File: src/rtl/mmc_cmd_seq.sv
// MMC command-line sequencer: sends a 48-bit command frame with CRC7, optionally
// receives a 48-bit response, then clocks NRC trailing cycles before signalling done.
module mmc_cmd_seq #(
    parameter int TIMEOUT = 64,
    parameter int NRC     = 8
) (
    input  logic        wb_clk_i,
    input  logic        wb_rst_i,
    input  logic        start,
    input  logic [5:0]  cmd_idx,
    input  logic [31:0] cmd_arg,
    input  logic        resp_en,
    output logic        busy,
    output logic        done,
    output logic        timeout,
    output logic        crc_err,
    output logic [5:0]  resp_idx,
    output logic [31:0] resp_arg,
    output logic        clk_tick,
    input  logic        clk_done,
    output logic        mmc_cmd_o,
    output logic        mmc_cmd_oe,
    input  logic        mmc_cmd_i
);

    typedef enum logic [2:0] {IDLE, TX, RESP_WAIT, RX, TRAIL, FIN} state_t;

    localparam int CMAX_A = (TIMEOUT > 48) ? TIMEOUT : 48;
    localparam int CMAX   = (CMAX_A > NRC) ? CMAX_A : NRC;
    localparam int CW     = $clog2(CMAX + 1);

    // CRC7, polynomial x^7+x^3+1, zero seed, over 40 bits MSB first
    function automatic logic [6:0] crc7(input logic [39:0] d);
        logic [6:0] c;
        logic       fb;
        c = '0;
        for (int i = 39; i >= 0; i--) begin
            fb = d[i] ^ c[6];
            c  = {c[5:0], 1'b0};
            if (fb) c = c ^ 7'h09;
        end
        return c;
    endfunction

    state_t         state_reg, state_next;
    logic           pending_reg;
    logic           clk_tick_reg;
    logic [CW-1:0]  cnt_reg;
    logic [47:0]    tx_shift_reg;
    logic [46:0]    rx_shift_reg;
    logic           resp_en_reg;
    logic           timeout_reg;
    logic           crc_err_reg;
    logic [5:0]     resp_idx_reg;
    logic [31:0]    resp_arg_reg;

    logic           bit_active;
    logic           bit_evt;
    logic [47:0]    rx_full;
    logic           rx_bad;
    logic           tx_last, wait_last, rx_last, trail_last;

    // A clk_done only counts when it answers our own outstanding tick
    assign bit_evt    = pending_reg & clk_done;
    assign bit_active = (state_reg == TX) || (state_reg == RESP_WAIT) ||
                        (state_reg == RX) || (state_reg == TRAIL);
    assign rx_full    = {rx_shift_reg, mmc_cmd_i};
    assign rx_bad     = rx_full[46] | ~rx_full[0] | (rx_full[7:1] != crc7(rx_full[47:8]));
    assign tx_last    = (cnt_reg == CW'(47));
    assign wait_last  = (cnt_reg == CW'(TIMEOUT - 1));
    assign rx_last    = (cnt_reg == CW'(46));
    assign trail_last = (cnt_reg == CW'(NRC - 1));

    always_ff @(posedge wb_clk_i) begin
        if (wb_rst_i) state_reg <= IDLE;
        else          state_reg <= state_next;
    end

    always_comb begin
        state_next = state_reg;
        case (state_reg)
            IDLE:      if (start) state_next = TX;
            TX:        if (bit_evt && tx_last) state_next = resp_en_reg ? RESP_WAIT : TRAIL;
            RESP_WAIT: if (bit_evt) begin
                           if (!mmc_cmd_i)     state_next = RX;
                           else if (wait_last) state_next = TRAIL;
                       end
            RX:        if (bit_evt && rx_last) state_next = TRAIL;
            TRAIL:     if (bit_evt && trail_last) state_next = FIN;
            FIN:       state_next = IDLE;
            default:   state_next = IDLE;
        endcase
    end

    always_comb begin
        busy       = (state_reg != IDLE) && (state_reg != FIN);
        done       = (state_reg == FIN);
        mmc_cmd_oe = (state_reg == TX);
        mmc_cmd_o  = mmc_cmd_oe ? tx_shift_reg[47] : 1'b1;
    end

    always_ff @(posedge wb_clk_i) begin
        if (wb_rst_i) begin
            pending_reg  <= 1'b0;
            clk_tick_reg <= 1'b0;
            cnt_reg      <= '0;
            tx_shift_reg <= '1;
            rx_shift_reg <= '0;
            resp_en_reg  <= 1'b0;
            timeout_reg  <= 1'b0;
            crc_err_reg  <= 1'b0;
            resp_idx_reg <= '0;
            resp_arg_reg <= '0;
        end else begin
            clk_tick_reg <= 1'b0;
            if (bit_active && !pending_reg) begin
                clk_tick_reg <= 1'b1;
                pending_reg  <= 1'b1;
            end else if (bit_evt) begin
                pending_reg  <= 1'b0;
            end

            if (state_next != state_reg) cnt_reg <= '0;
            else if (bit_evt)            cnt_reg <= cnt_reg + 1'b1;

            case (state_reg)
                IDLE: if (start) begin
                    tx_shift_reg <= {2'b01, cmd_idx, cmd_arg, crc7({2'b01, cmd_idx, cmd_arg}), 1'b1};
                    resp_en_reg  <= resp_en;
                    timeout_reg  <= 1'b0;
                    crc_err_reg  <= 1'b0;
                end
                TX: if (bit_evt) tx_shift_reg <= {tx_shift_reg[46:0], 1'b1};
                RESP_WAIT: if (bit_evt) begin
                    if (!mmc_cmd_i)     rx_shift_reg <= '0;
                    else if (wait_last) timeout_reg  <= 1'b1;
                end
                RX: if (bit_evt) begin
                    rx_shift_reg <= rx_full[46:0];
                    if (rx_last) begin
                        resp_idx_reg <= rx_full[45:40];
                        resp_arg_reg <= rx_full[39:8];
                        crc_err_reg  <= rx_bad;
                    end
                end
                default: ;
            endcase
        end
    end

    assign clk_tick = clk_tick_reg;
    assign timeout  = timeout_reg;
    assign crc_err  = crc_err_reg;
    assign resp_idx = resp_idx_reg;
    assign resp_arg = resp_arg_reg;

endmodule

File: config.mk
export PLATFORM = sky130hd
export DESIGN_NAME = mmc_cmd_seq
export DESIGN_NICKNAME = d
export VERILOG_FILES = /design/src/rtl/mmc_cmd_seq.sv
export SDC_FILE = /design/constraint.sdc
export NUM_CORES = 1
export LEC_CHECK = 0
export CAP_MARGIN = 30
export CORE_UTILIZATION = 45
export CTS_CLUSTER_DIAMETER = 50
export DETAILED_ROUTE_END_ITERATION = 12
export GPL_TIMING_DRIVEN = 1
export PLACE_DENSITY = 0.67
export SYNTH_ARGS = -nofsm -noshare
export SYNTH_HDL_FRONTEND = slang
export SYNTH_SLANG_ARGS = --single-unit
File: constraint.sdc
create_clock -name wb_clk_i -period 10.1 [get_ports wb_clk_i]
set_clock_uncertainty 0.05 [all_clocks]
set_input_delay 3.03 -clock wb_clk_i [delete_from_list [all_inputs] [get_ports wb_clk_i]]
set_output_delay 3.03 -clock wb_clk_i [all_outputs]
set_load 0.03 [all_outputs]
* Yosys cells after proc, flatten, opt, wreduce, memory -nomap -nowiden
Index checks and enable logic that the tools add are counted.
Storage, ports and cells: bits in latches 0, register bits after elaboration 148, ROM bits 0, memories 0, memory bits (writable) 0
Operators by class: multipliers 0, bitwise logic cells 158, divide/modulo/power cells 0, reduce and logical (&&, ||, !) cells 23, shift-type cells 0, eq/ne operators 20, muxes and demuxes 220, $add $sub $neg 1, $lt $le $gt $ge 0
Operators with widths (number):
- 2-to-1 mux 7 bit | 114
- 2-to-1 mux 4 bit | 78
- inverter 2 bit | 77
- 2-to-1 mux 47 bit | 3
- 2-to-1 mux 48 bit | 2
- one-hot mux 48 bit (2 select lines) | 1
- one-hot mux 47 bit (2 select lines) | 1
- XOR 1 bit | 74
- 2-to-1 mux 3 bit | 8
- equality test 7 x 6 -> 1 bit (second input constant) | 3
- one-hot mux 3 bit (5 select lines) | 1
- != test 2 bit (second input constant) | 7
- 2-to-1 mux 1 bit | 10
- nonzero test 2 bit | 5
- AND reduction 4 bit | 2
- adder 7 x 1 -> 7 bit (second input constant) | 1
- equality test 7 x 3 -> 1 bit (second input constant) | 1
- != test 7 bit | 1
- equality test 3 x 2 -> 1 bit (second input constant) | 2
- equality test 3 bit (second input constant) | 2
- AND reduction 3 bit | 2
- logical AND 1 bit | 5
- AND reduction 5 bit | 1
- one-hot mux 1 bit (2 select lines) | 2
- 14 further kinds | 19

* Depth between registers and ports, before layout
Gate-level depths: netlist of the first run.
depth in word-level cells 192, depth in mapped cells 10, depth with buffers taken out 9

* Worst setup path after synthesis of the first run
OpenSTA, ideal clock, no wires.
kind input-to-reg, start point input port cmd_arg[31], end point register tx_shift_reg[4], path slack 4.750 ns, arrival 5.183 ns, buffers on the path 0, cell stages on the path 9, path through xor3_2 > xnor3_1 > xnor3_2 > xnor3_1 > xnor2_2 > xnor2_1 > o21ai_1 > o21ai_1 > nand2b_1
On the way: cells in the longest elaborated chain, start to end 125, elaborated cells on any way between the ends 155, those cells by class 127 x mux; 28 x bitwise
RTL lines:
- start: declaration | line 11 | input logic [31:0] cmd_arg,
- XOR 1 bit (*) | line 38 | fb = d[i] ^ c[6];
- 2-to-1 mux 4 bit (*) | line 40 | if (fb) c = c ^ 7'h09;
- 2-to-1 mux 7 bit (*) | line 127 | IDLE: if (start) begin
- 2-to-1 mux 7 bit (*) | line 126 | case (state_reg)
- 2-to-1 mux 7 bit (*) | line 103 | if (wb_rst_i) begin
- 2-to-1 mux 4 bit | line 40
- 2-to-1 mux 7 bit (*) | line 127
- 2-to-1 mux 7 bit (*) | line 126
- [... 109 more ...]
- 2-to-1 mux 4 bit | line 40
- 2-to-1 mux 7 bit (*) | line 127
- 2-to-1 mux 7 bit (*) | line 126
- 2-to-1 mux 7 bit (*) | line 103
- inverter 2 bit (no line)
- 2-to-1 mux 4 bit (*) | line 40
- 2-to-1 mux 48 bit (*) | line 127
- one-hot mux 48 bit (2 select lines) (*) | line 126
- end signal: assignment | line 128 | tx_shift_reg <= {2'b01, cmd_idx, cmd_arg, crc7({2'b01, cmd_idx, cmd_arg}), 1'b1};
- end signal: assignment | line 133 | TX: if (bit_evt) tx_shift_reg <= {tx_shift_reg[46:0], 1'b1};
- end: declaration | line 49 | logic [47:0] tx_shift_reg;
Mark *: on every way between the ends. The rest lies on a longest branch, timed or not. The select of a mux whose other input is x is not followed. A chain may end at the register's enable or synchronous reset.

* Worst setup path in the final report of the first run
start point register state_reg[0], end point output port mmc_cmd_o
On the way: cells in the longest elaborated chain, start to end 2
RTL lines:
- start: declaration | line 45 | state_t state_reg, state_next;
- start signal: assignment | line 76 | else state_reg <= state_next;
- equality test 3 x 1 -> 1 bit | line 98 | mmc_cmd_oe = (state_reg == TX);
- 2-to-1 mux 1 bit | line 99 | mmc_cmd_o = mmc_cmd_oe ? tx_shift_reg[47] : 1'b1;
- end: declaration | line 21 | output logic mmc_cmd_o,
Every way passes these cells.

==> results.json, run 1 <==
{
  "status": "finished, final reports clean",
  "overflow": 0,
  "netlist-cell-type-count": 42,
  "cts_inserted_buffers": 17,
  "drt-initial-drc-count": 325,
  "wirelength_um": 16400,
  "required_ns": 7.02,
  "grt_max_degree": 106,
  "row_count": 46,
  "clock_latency_ns": 0.42,
  "critPathKind": "flop to output port",
  "nets": 972,
  "power.switching_uw": 451,
  "post-route-period-util_pct": 63.6,
  "synthTopCellsByArea": "dfxtp_1 (40%), xnor2_1 (11%), nand2_1 (8.6%), a22oi_1 (4.8%), xor2_1 (4.0%)",
  "fp.dieW_um": 130,
  "r2r-end": "tx_shift_reg[5]",
  "clk_pin_slew_ns": 0.06,
  "coreArea_mm2": 0.0159,
  "worstReg2RegStart": "state_reg[0]",
  "r2r_setup_slack_ns": 6.81,
  "setup_viol": 0,
  "grt_use_total_pct": 20.8,
  "post_cts_buffers": 0,
  "yosysTopAreaCell": "dfxtp_1",
  "num_antenna_cells": 0,
  "first_global_vias": 5390,
  "syn_inst": 869,
  "drv_slew": 0,
  "syn_area_mm2": 0.00732,
  "numPortBuffers": 88,
  "dp.cells": 1123,
  "die_area_mm2": 0.0168,
  "period_minus_slack_ns": 6.42,
  "fmax_ghz": 0.156,
  "cap_violations": 0,
  "crit_fanout": 49,
  "ys_seq_area_share_pct": 40.2,
  "power.leakage_uw": 0.00333,
  "cp.arrival_ns": 3.34,
  "wl_per_cell_um": 14.2,
  "maxSlewHeadroom_pct": 32.6,
  "dr.pass1.iters": 4,
  "drc_errors": 0,
  "cts_tree": "built",
  "dp_hpwl_um": 10600,
  "pwr-share-comb_pct": 21.1,
  "viasPerCell": 5.05,
  "die_y_um": 130,
  "ios": 89,
  "setup.worst_path.end": "mmc_cmd_o",
  "worst_setup_path_end_kind": "output port",
  "stdcell_count": 1155,
  "vias": 5832,
  "root_buffer": "clkbuf_16",
  "irDropWorstVdd_uv": 134,
  "p_int_uw": 1180,
  "clock-sinks": 147,
  "drive_gt1_share_pct": 6.07,
  "cts_max_level": 4,
  "hp-class": "flop to flop",
  "worstRegToRegCells": 7,
  "antenna_found_initial": 0,
  "tightest_slew_ns": 1.01,
  "syn-num-nets": 915,
  "async_reset_ff_share_pct": 0,
  "fill_cells": 1467,
  "gp_congestion": 0.797,
  "rsz0062_at_grt": "no",
  "yosys_register_bits": 147,
  "synth-edff-count": 0,
  "clock_power_share_pct": 41.1,
  "yosys_warnings": 0,
  "ant_nets": 0,
  "ctsHoldBuffers": 0,
  "max-clock-path-buffers": 2,
  "start_util_pct": 46.1,
  "power_density_mw_per_mm2": 182,
  "finalHoldViolations": 0,
  "critPathLaunch": "state_reg[0]",
  "start_kind": "flop",
  "avgSynthCellArea_um2": 8.42,
  "ys.flop_type": "dfxtp_1",
  "power_frac_seq_pct": 37.9,
  "netSwitchingFraction_pct": 27.6,
  "cts_resized": 0,
  "synth_top_area_share_pct": 40.2,
  "tns_ns": 0,
  "grt_pass1_wl_um": 27400,
  "synthToLayoutAreaGrowth_pct": 22.3
}
## kinds of logic after synthesis
kind of cell / share of synthesized area, %
muxes: 0.154
buffers and inverters: 3.15
AOI/OAI and AO/OA: 13.3
and+or+nand+nor: 21.4
xor gates and xnor gates: 21.5
adders and majority gates: 0.342
DFF: 40.2
## layer usage
layer / GRT usage, % / vias up / wire length [µm]
met4: 6.09 / 0 / 180
li1: - / 3009 / -
met3: 4.67 / 15 / 671
met1: 27.0 / 2703 / 7930
met2: 34.5 / 105 / 7620
met5: 0 / - / 0
## worst min path at each step
stage                                 from          endpoint  depth (start not counted)
after floorplan           tx_shift_reg[47]  tx_shift_reg[47]                          1
after global placement        resp_arg[31]      resp_arg[31]                          2
after detailed placement      resp_arg[18]      resp_arg[18]                          2
after CTS                      resp_arg[1]       resp_arg[1]                          2
after global routing           resp_arg[3]       resp_arg[3]                          2
final                          resp_arg[1]       resp_arg[1]                          2
## Yosys cell counts, types with 3 or more instances
library cell / count
nand2_1: 167
dfxtp_1: 147
xnor2_1: 91
nor2_1: 67
clkbuf_1: 52
a21oi_1: 49
nand3_1: 48
a22oi_1: 47
nand2b_1: 45
o21ai_0: 41
xor2_1: 33
xnor3_1: 12
a211o_1: 6
xnor2_2: 6
a211oi_1: 5
and3_1: 5
buf_1: 5
nor3_1: 5
inv_1: 3
nor2b_1: 3
o21ai_1: 3
## worst max-delay path: stages (launching register included)
cell             delay (ns)
dfxtp_1                0.52
or3b_2                 0.47
buf_4                  0.28
inv_1                  0.50
buf_4                  0.40
nand2b_1               0.10
clkdlybuf4s50_1        0.60
## through the flow
stage	setup slack [ns]	hold WS (ns)	utilization (%)	total power [µW]	area, µm²
2_1_floorplan	4.75	0.376	-	907	7320
5_1_grt	3.49	0.419	56.3	1710	8950
6_report	3.68	0.399	56.3	1630	8950
4_1_cts	3.67	0.403	56.3	1650	8950
3_5_place_dp	4.10	0.393	52.4	971	8320
3_3_place_gp	4.13	0.389	52.4	970	8320
## power groups by stage
stage | Clock, µW | Sequential [µW] | Combinational (µW)
finish | 670 | 617 | 344
global route | 708 | 620 | 386
CTS | 684 | 617 | 346
detailed placement | 0 | 629 | 342
global placement | 0 | 629 | 341
floorplan | 0 | 626 | 281
## area by class of cell
class | count | area, µm² | share of cell area, %
Inverter | 3 | 11.3 | 0.126
Timing Repair Buffer | 96 | 938 | 10.5
Multi-Input combinational cell | 661 | 4160 | 46.5
Clock buffer | 17 | 425 | 4.75
Clock inverter | 15 | 199 | 2.22
Tap cell | 216 | 270 | 3.02
Sequential cell | 147 | 2940 | 32.9
## placed cells by master, fill, tap and decap left out, types with 5 or more instances in the layout
cell             count
clkdlybuf4s50_1     87
xnor3_1             12
a211oi_1             5
buf_4                9
a22oi_1             47
nand2b_1            45
xnor2_1             91
nor2_1              66
xnor2_2              6
nand2_1            167
and3_1               5
clkbuf_16           17
dfxtp_1            147
o21ai_0             41
a21oi_1             49
xor2_1              33
a211o_1              6
nand3_1             48
No activity file was read; power rests on OpenSTA's default activity.
==> inputs of run 2 (changes only) <==
==> constraint.sdc (replaced) <==
create_clock -name wb_clk_i -period 6 [get_ports wb_clk_i]
set_clock_uncertainty 0.05 [all_clocks]
set_input_delay 1.8 -clock wb_clk_i [delete_from_list [all_inputs] [get_ports wb_clk_i]]
set_output_delay 1.8 -clock wb_clk_i [all_outputs]
set_load 0.03 [all_outputs]
==> results.json, run 2 (synthesis gave the netlist of run 1 again) <==
{
  "worst_setup_path_end_kind": "output port",
  "start_util_pct": 46.1,
  "grt_max_degree": 89,
  "gp_congestion": 0.775,
  "numPortBuffers": 88,
  "die_y_um": 130,
  "maxSlewHeadroom_pct": 38.4,
  "row_count": 46,
  "clk_pin_slew_ns": 0.06,
  "irDropWorstVdd_uv": 228,
  "drt-initial-drc-count": 347,
  "fill_cells": 1502,
  "num_antenna_cells": 0,
  "vias": 5836,
  "ant_nets": 0,
  "wl_per_cell_um": 14.3,
  "final_common_cell": "nand2_1",
  "tns_ns": 0,
  "clock_latency_ns": 0.43,
  "cp.arrival_ns": 2.82,
  "required_ns": 4.15,
  "dp_hpwl_um": 10800,
  "cts_resized": 0,
  "ios": 89,
  "coreArea_mm2": 0.0159,
  "rsz0062_at_grt": "no",
  "tightest_slew_ns": 0.924,
  "post_cts_buffers": 0,
  "viasPerCell": 5.05,
  "power_density_mw_per_mm2": 298,
  "fp.dieW_um": 130,
  "status": "finished, final reports clean",
  "drv_slew": 0,
  "post-route-period-util_pct": 77.9,
  "dr.pass1.iters": 4,
  "ctsHoldBuffers": 0,
  "fin_area_mm2": 0.00891,
  "grt_pass1_wl_um": 27200,
  "die_area_mm2": 0.0168,
  "overflow": 0,
  "antenna_found_initial": 0,
  "grt_use_total_pct": 20.8,
  "most-common-layout-cells": "nand2_1 (167), dfxtp_1 (147), xnor2_1 (91)",
  "period_minus_slack_ns": 4.67,
  "power.leakage_uw": 0.00330,
  "finalHoldViolations": 0,
  "cts_inserted_buffers": 17,
  "drc_errors": 0,
  "fmax_ghz": 0.214,
  "cap_violations": 0,
  "max-clock-path-buffers": 2,
  "root_buffer": "clkbuf_16",
  "start_kind": "flop",
  "synthToLayoutAreaGrowth_pct": 21.8,
  "cts_tree": "built",
  "dpl_cell_area_mm2": 0.00834,
  "setup_viol": 0,
  "critPathKind": "flop to output port",
  "clock-sinks": 147,
  "cts_max_level": 4,
  "nets": 972,
  "crit_fanout": 42,
  "first_global_vias": 5375,
  "wirelength_um": 16500,
  "hp-class": "flop to flop",
  "drive_gt1_share_pct": 6.07
}
-- run 2: changes by cell type in the layout (fill, tap and decap cells not counted), sizes merged --
| cell | delta |
|---|---|
| bufinv | -2 |
| clkinvlp | +2 |
-- run 2: report_power, final --
| part | internal [µW] | switching (µW) | leakage (µW) |
|---|---|---|---|
| Combinational | 302 | 283 | 0.00183 |
| Sequential | 1020 | 20.2 | 0.00119 |
| Clock | 581 | 453 | 0.000277 |
-- run 2: routing by layer --
layer	part of all wire, %	track usage (%)
met3	4.3	5.28
met4	0.69	5.75
met1	49	28.0
met5	0	0
met2	46	33.0
-- run 2: cell type report --
cell class | count | area (µm²) | area share [%]
repair buffers | 96 | 951 | 10.7
clock inverters | 15 | 145 | 1.63
flip-flops and latches | 147 | 2940 | 33.0
well taps | 216 | 270 | 3.03
multi-input cells | 661 | 4160 | 46.7
clock buffers | 17 | 425 | 4.78
inverters | 3 | 11.3 | 0.126
-- run 2: stage by stage --
step / setup WS [ns] / utilization (%) / hold slack, ns / std cells / total power, µW
after floorplan: 1.88 / - / 0.376 / 869 / 1530
after global placement: 1.25 / 52.4 / 0.387 / 1122 / 1630
after global routing: 1.16 / 56.1 / 0.421 / 1155 / 2780
final: 1.33 / 56.1 / 0.401 / 1155 / 2660
after detailed placement: 1.19 / 52.5 / 0.390 / 1123 / 1640
after CTS: 1.30 / 56.1 / 0.406 / 1155 / 2680
-- run 2: worst max-delay path, stage by stage (launching register included) --
cell and delay [ns]:
dfxtp_1 0.52, or3b_2 0.63, buf_12 0.23, inv_1 0.26, clkdlybuf4s50_1 0.74
-- run 2: final timing paths --
check / from / endpoint / slack [ns] / cells after the start
max: state_reg[0] / mmc_cmd_oe / 1.33 / 4
min reg2reg: tx_shift_reg[47] / tx_shift_reg[47] / 0.40 / 1
min: tx_shift_reg[47] / tx_shift_reg[47] / 0.40 / 1
max reg2reg: state_reg[0] / tx_shift_reg[5] / 2.81 / 8
==> patch 1, RTL diff (settings of run 1) <==
Re-encode `state_t` (6 states) as one-hot, 6 bits wide.
--- a/src/rtl/mmc_cmd_seq.sv
+++ b/src/rtl/mmc_cmd_seq.sv
@@ -23,7 +23,7 @@
     input  logic        mmc_cmd_i
 );
 
-    typedef enum logic [2:0] {IDLE, TX, RESP_WAIT, RX, TRAIL, FIN} state_t;
+    typedef enum logic [5:0] {IDLE = 6'b000001, TX = 6'b000010, RESP_WAIT = 6'b000100, RX = 6'b001000, TRAIL = 6'b010000, FIN = 6'b100000} state_t;
 
     localparam int CMAX_A = (TIMEOUT > 48) ? TIMEOUT : 48;
     localparam int CMAX   = (CMAX_A > NRC) ? CMAX_A : NRC;
Check against the original RTL: no difference found for any inputs over 4 cycles, from zero or initial values and one cycle with wb_rst_i high; so few cycles prove little.
==> patch 1 against run 1 <==
  * Cell area increased by 2.4%
  * Die area rose by 2.9%
  * Utilization rose by 0.52 points
  * Hold slack got worse by 0.0027 ns
  * Final cell count rose by 0.61%
  * First-iteration DRC count rose by 45%
  * Synthesized area increased by 3.0%
  * Synthesized cell count rose by 1.3%
  * Total power up 0.77%
  * Global-route usage down 1.0 points
  * Sequential cell count rose by 3
  * Routed wire length decreased by 0.27%
  * Worst setup slack worse by 0.46 ns
  * Critical path type unchanged
  * Largest power group unchanged
==> patch 1: results (changes against run 1) <==
[status]
outcome = finished, final reports clean

[layout]
flops_and_latches = 150  ; +2.0%
regArea_sq_um = 3000  ; +2.0%
nMultiInputCombCells = 662  ; +0.15%
finish.utilization_pct = 56.9  ; +0.52 points
clk_share_pct = 6.50  ; -0.48 points
finalNetCount = 980  ; +0.82%

[worst_setup_path]
worstReg2RegEnd = cnt_reg[1]
worstPathArrival_ns = 3.80  ; +0.46 ns

[placed_design]
numPlacedInstances = 1131  ; +0.71%
place_area_sq_um = 8570  ; +2.9%
hpwl_um = 11000  ; +3.7%

[synthesis]
synth_fp_nets = 926  ; +1.2%
netlist-cell-type-count = 45  ; +7.1%
synth_top_cells_by_count = nand2_1 (167), dfxtp_1 (150), xnor2_1 (77)
synth-xor-area-share_pct = 21.3  ; -0.21 points
synthTopCellsByArea = dfxtp_1 (40%), xnor2_1 (9.0%), nand2_1 (8.3%)

[grt]
grt_pass1_wl_um = 27700  ; +1.3%
grt_max_degree = 92  ; -13%
met3_usage_pct = 5.29  ; +0.62 points
track_usage_pct = 19.8  ; -1.0 points
use_met2_pct = 30.2  ; -4.3 points

[min_path]
min_to = resp_arg[28]
worstHoldStart = resp_arg[28]

[route]
wl_met2_um = 7410  ; -2.8%
routed_via_density = 5.17  ; +2.5%

[power_and_ir_drop]
ir_drop_uv = 147  ; +10%

[timing]
worst_pin_slew_ns = 0.949  ; -0.0621 ns

-- patch 1: cell types whose count changed after synthesis, moves of 5 or more --
| cell | delta |
|---|---|
| xnor3_1 | +15 |
| xnor2_1 | -14 |
| xor2_1 | -13 |
| clkbuf_1 | -6 |
| a211o_1 | -5 |
| buf_1 | +5 |
| inv_1 | +5 |
| nand3_1 | -5 |
| nor4_1 | +5 |
-- patch 1: stage by stage --
| step | total power [uW] | worst slack [ns] |
|---|---|---|
| after CTS | 1660 | 3.20 |
| after detailed placement | 1010 | 3.65 |
| after global placement | 1010 | 3.68 |
| after floorplan | 941 | 4.60 |
| after global routing | 1720 | 3.00 |
| final | 1640 | 3.22 |
-- patch 1: power groups by stage --
stage | Clock, uW | Combinational (uW) | Sequential, uW
final | 645 | 366 | 632
after global routing | 684 | 402 | 635
after CTS | 657 | 370 | 632
after detailed placement | 0 | 366 | 645
after global placement | 0 | 362 | 644
after floorplan | 0 | 301 | 640
==> patch 2, RTL diff (config.mk and constraints of run 1) <==
Without the edit above. The parameter `TIMEOUT` goes from 64 to 128.
--- a/src/rtl/mmc_cmd_seq.sv
+++ b/src/rtl/mmc_cmd_seq.sv
@@ -1,7 +1,7 @@
 // MMC command-line sequencer: sends a 48-bit command frame with CRC7, optionally
 // receives a 48-bit response, then clocks NRC trailing cycles before signalling done.
 module mmc_cmd_seq #(
-    parameter int TIMEOUT = 64,
+    parameter int TIMEOUT = 128,
     parameter int NRC     = 8
 ) (
     input  logic        wb_clk_i,
Formal check against the unedited RTL: same outputs for any inputs over 4 cycles, from zero or initial values and one cycle with wb_rst_i high; that may be too few to reach the edited logic, so the function may still have changed.
==> patch 2 against run 1 <==
  * Final cell count rose by 1.0%
  * Worst setup slack better by 0.20 ns
  * Routed wire length is 2.7% higher
  * Fmax increased by 3.2%
  * Synthesized area rose by 3.1%
  * Sequential share of layout area is 0.30 points lower
  * Non-clock buffer count unchanged
  * Sequential cell count grew 1
  * Die area increased by 3.0%
  * Total power fell by 2.8%
  * First-iteration DRC count grew 20%
  * Cell area grew 1.6%
  * Critical path type unchanged
==> patch 2: results (changes against run 1) <==
[min_path]
holdPathStages = 2  ; unchanged
min_to = resp_arg[16]
hp-class = register to register
worstHoldStart = resp_arg[16]

[worst_setup_path]
worstPathArrival_ns = 3.14  ; -0.20 ns
r2r-start = rx_shift_reg[42]
worstReg2RegEnd = crc_err
path_delay_family = buffers and inverters
slowest_stage = clkdlybuf4s50_1
cp_max_fo = 34  ; -31%
reg2reg_slack_ns = 6.95  ; +0.14 ns
r2r_cells = 9  ; +2

[timing]
worst_pin_slew_ns = 0.913  ; -0.0983 ns
period_share_pct = 61.6  ; -2.0 points
hold_slack_ns = 0.400  ; +0.000542 ns

[synthesis]
synth_top_cells_by_count = nand2_1 (161), dfxtp_1 (148), xnor2_1 (84)
synthTopCellsByArea = dfxtp_1 (39%), xnor2_1 (9.8%), nand2_1 (8.0%)
netlist-cell-type-count = 55  ; +31%
synthAdderAreaFrac_pct = 0.332  ; -0.010 points
synthMuxAreaShare_pct = 0.282  ; +0.13 points
synth-compound-area-share_pct = 13.0  ; -0.29 points
postSynthAreaPerCell_sq_um = 8.54  ; +1.4%
ys_seq_area_share_pct = 39.3  ; -0.93 points
synth_top_family_by_area = simple AND/OR/NAND/NOR gates
synth_fp_nets = 929  ; +1.5%
synth-xor-area-share_pct = 21.6  ; +0.11 points

[status]
outcome = finished, final reports clean

[power_and_ir_drop]
power_leakage_uw = 0.00339  ; +1.6%
ir_drop_uv = 132  ; -1.4%

[grt]
grt_pass1_wl_um = 28100  ; +2.6%
first_global_vias = 5590  ; +3.7%
grt_max_degree = 97  ; -8.5%
track_usage_pct = 20.0  ; -0.71 points

[placed_design]
hpwl_um = 11200  ; +5.1%
numPlacedInstances = 1135  ; +1.1%
place_congestion = 0.851  ; +6.7%
place_area_sq_um = 8510  ; +2.3%
io_buffers = 88  ; unchanged
dp_slack_ns = 3.87  ; -0.237 ns

[route]
drt-total-wl_um = 16800  ; +2.7%
ant_nets = 0  ; unchanged
drtIter0Drc = 391  ; +20%
via_count = 5949  ; +2.0%
routed_via_density = 5.10  ; +0.96%

[clocking]
numCtsBuffers = 17  ; unchanged
clk-insertion-delay-late_ns = 0.42  ; about the same

[layout]
n_fill_cell = 1462  ; -0.34%
finalNetCount = 984  ; +1.2%
drive_above_1_share_pct = 6.52  ; +0.45 points

## patch 2: changes by cell type after synthesis, sizes merged, moves of 3 or more
cell   change
o21ai      +4
xnor3      +9
nor3       +6
or2        +3
a211o      -3
inv        +3
xor2       -6
nand3      -8
nand4      +3
nor2      +12
nand2      -6
xnor2     -10
## patch 2: worst register-to-register path: stages, from the launching register on
cell and delay [ns]:
dfxtp_1 0.53, xnor3_1 0.42, xor3_1 0.25, xnor3_1 0.37, xnor2_1 0.36, nor2b_1 0.23, or4b_1 0.45, o311ai_0 0.11
nor3_1 0.09, o21a_1 0.19
## patch 2: cell type report
type	instances	area [sq um]	share of cell area, %
Multi-Input combinational cell	669	4320	47.5
Tap cell	216	270	2.97
Sequential cell	148	2960	32.6
Timing Repair Buffer	96	936	10.3
Inverter	6	22.5	0.248
Clock buffer	17	425	4.68
Clock inverter	15	154	1.69
## patch 2: worst max path at each step
stage,end,cells past startpoint
after floorplan,tx_shift_reg[3],9
final,mmc_cmd_o,6
after global routing,mmc_cmd_o,6
after CTS,mmc_cmd_o,6
after detailed placement,tx_shift_reg[3],10
after global placement,tx_shift_reg[3],10
## patch 2: where the power goes
part / internal, uW / total, uW / switching, uW / leakage (uW)
Clock: 365 / 621 / 257 / 0.000276
Combinational: 165 / 341 / 176 / 0.00191
Sequential: 610 / 622 / 12.7 / 0.00120
Total: 1140 / 1580 / 446 / 0.00339
## patch 2: layer usage
metal  track usage (%)  share of wire (%)  vias to the layer above
met5                 0                  0                        -
met4              7.49                1.3                        0
met3              3.59                3.3                       16
met2              28.5                 42                      107
met1              29.8                 53                     2760
li1                  -                  -                     3066
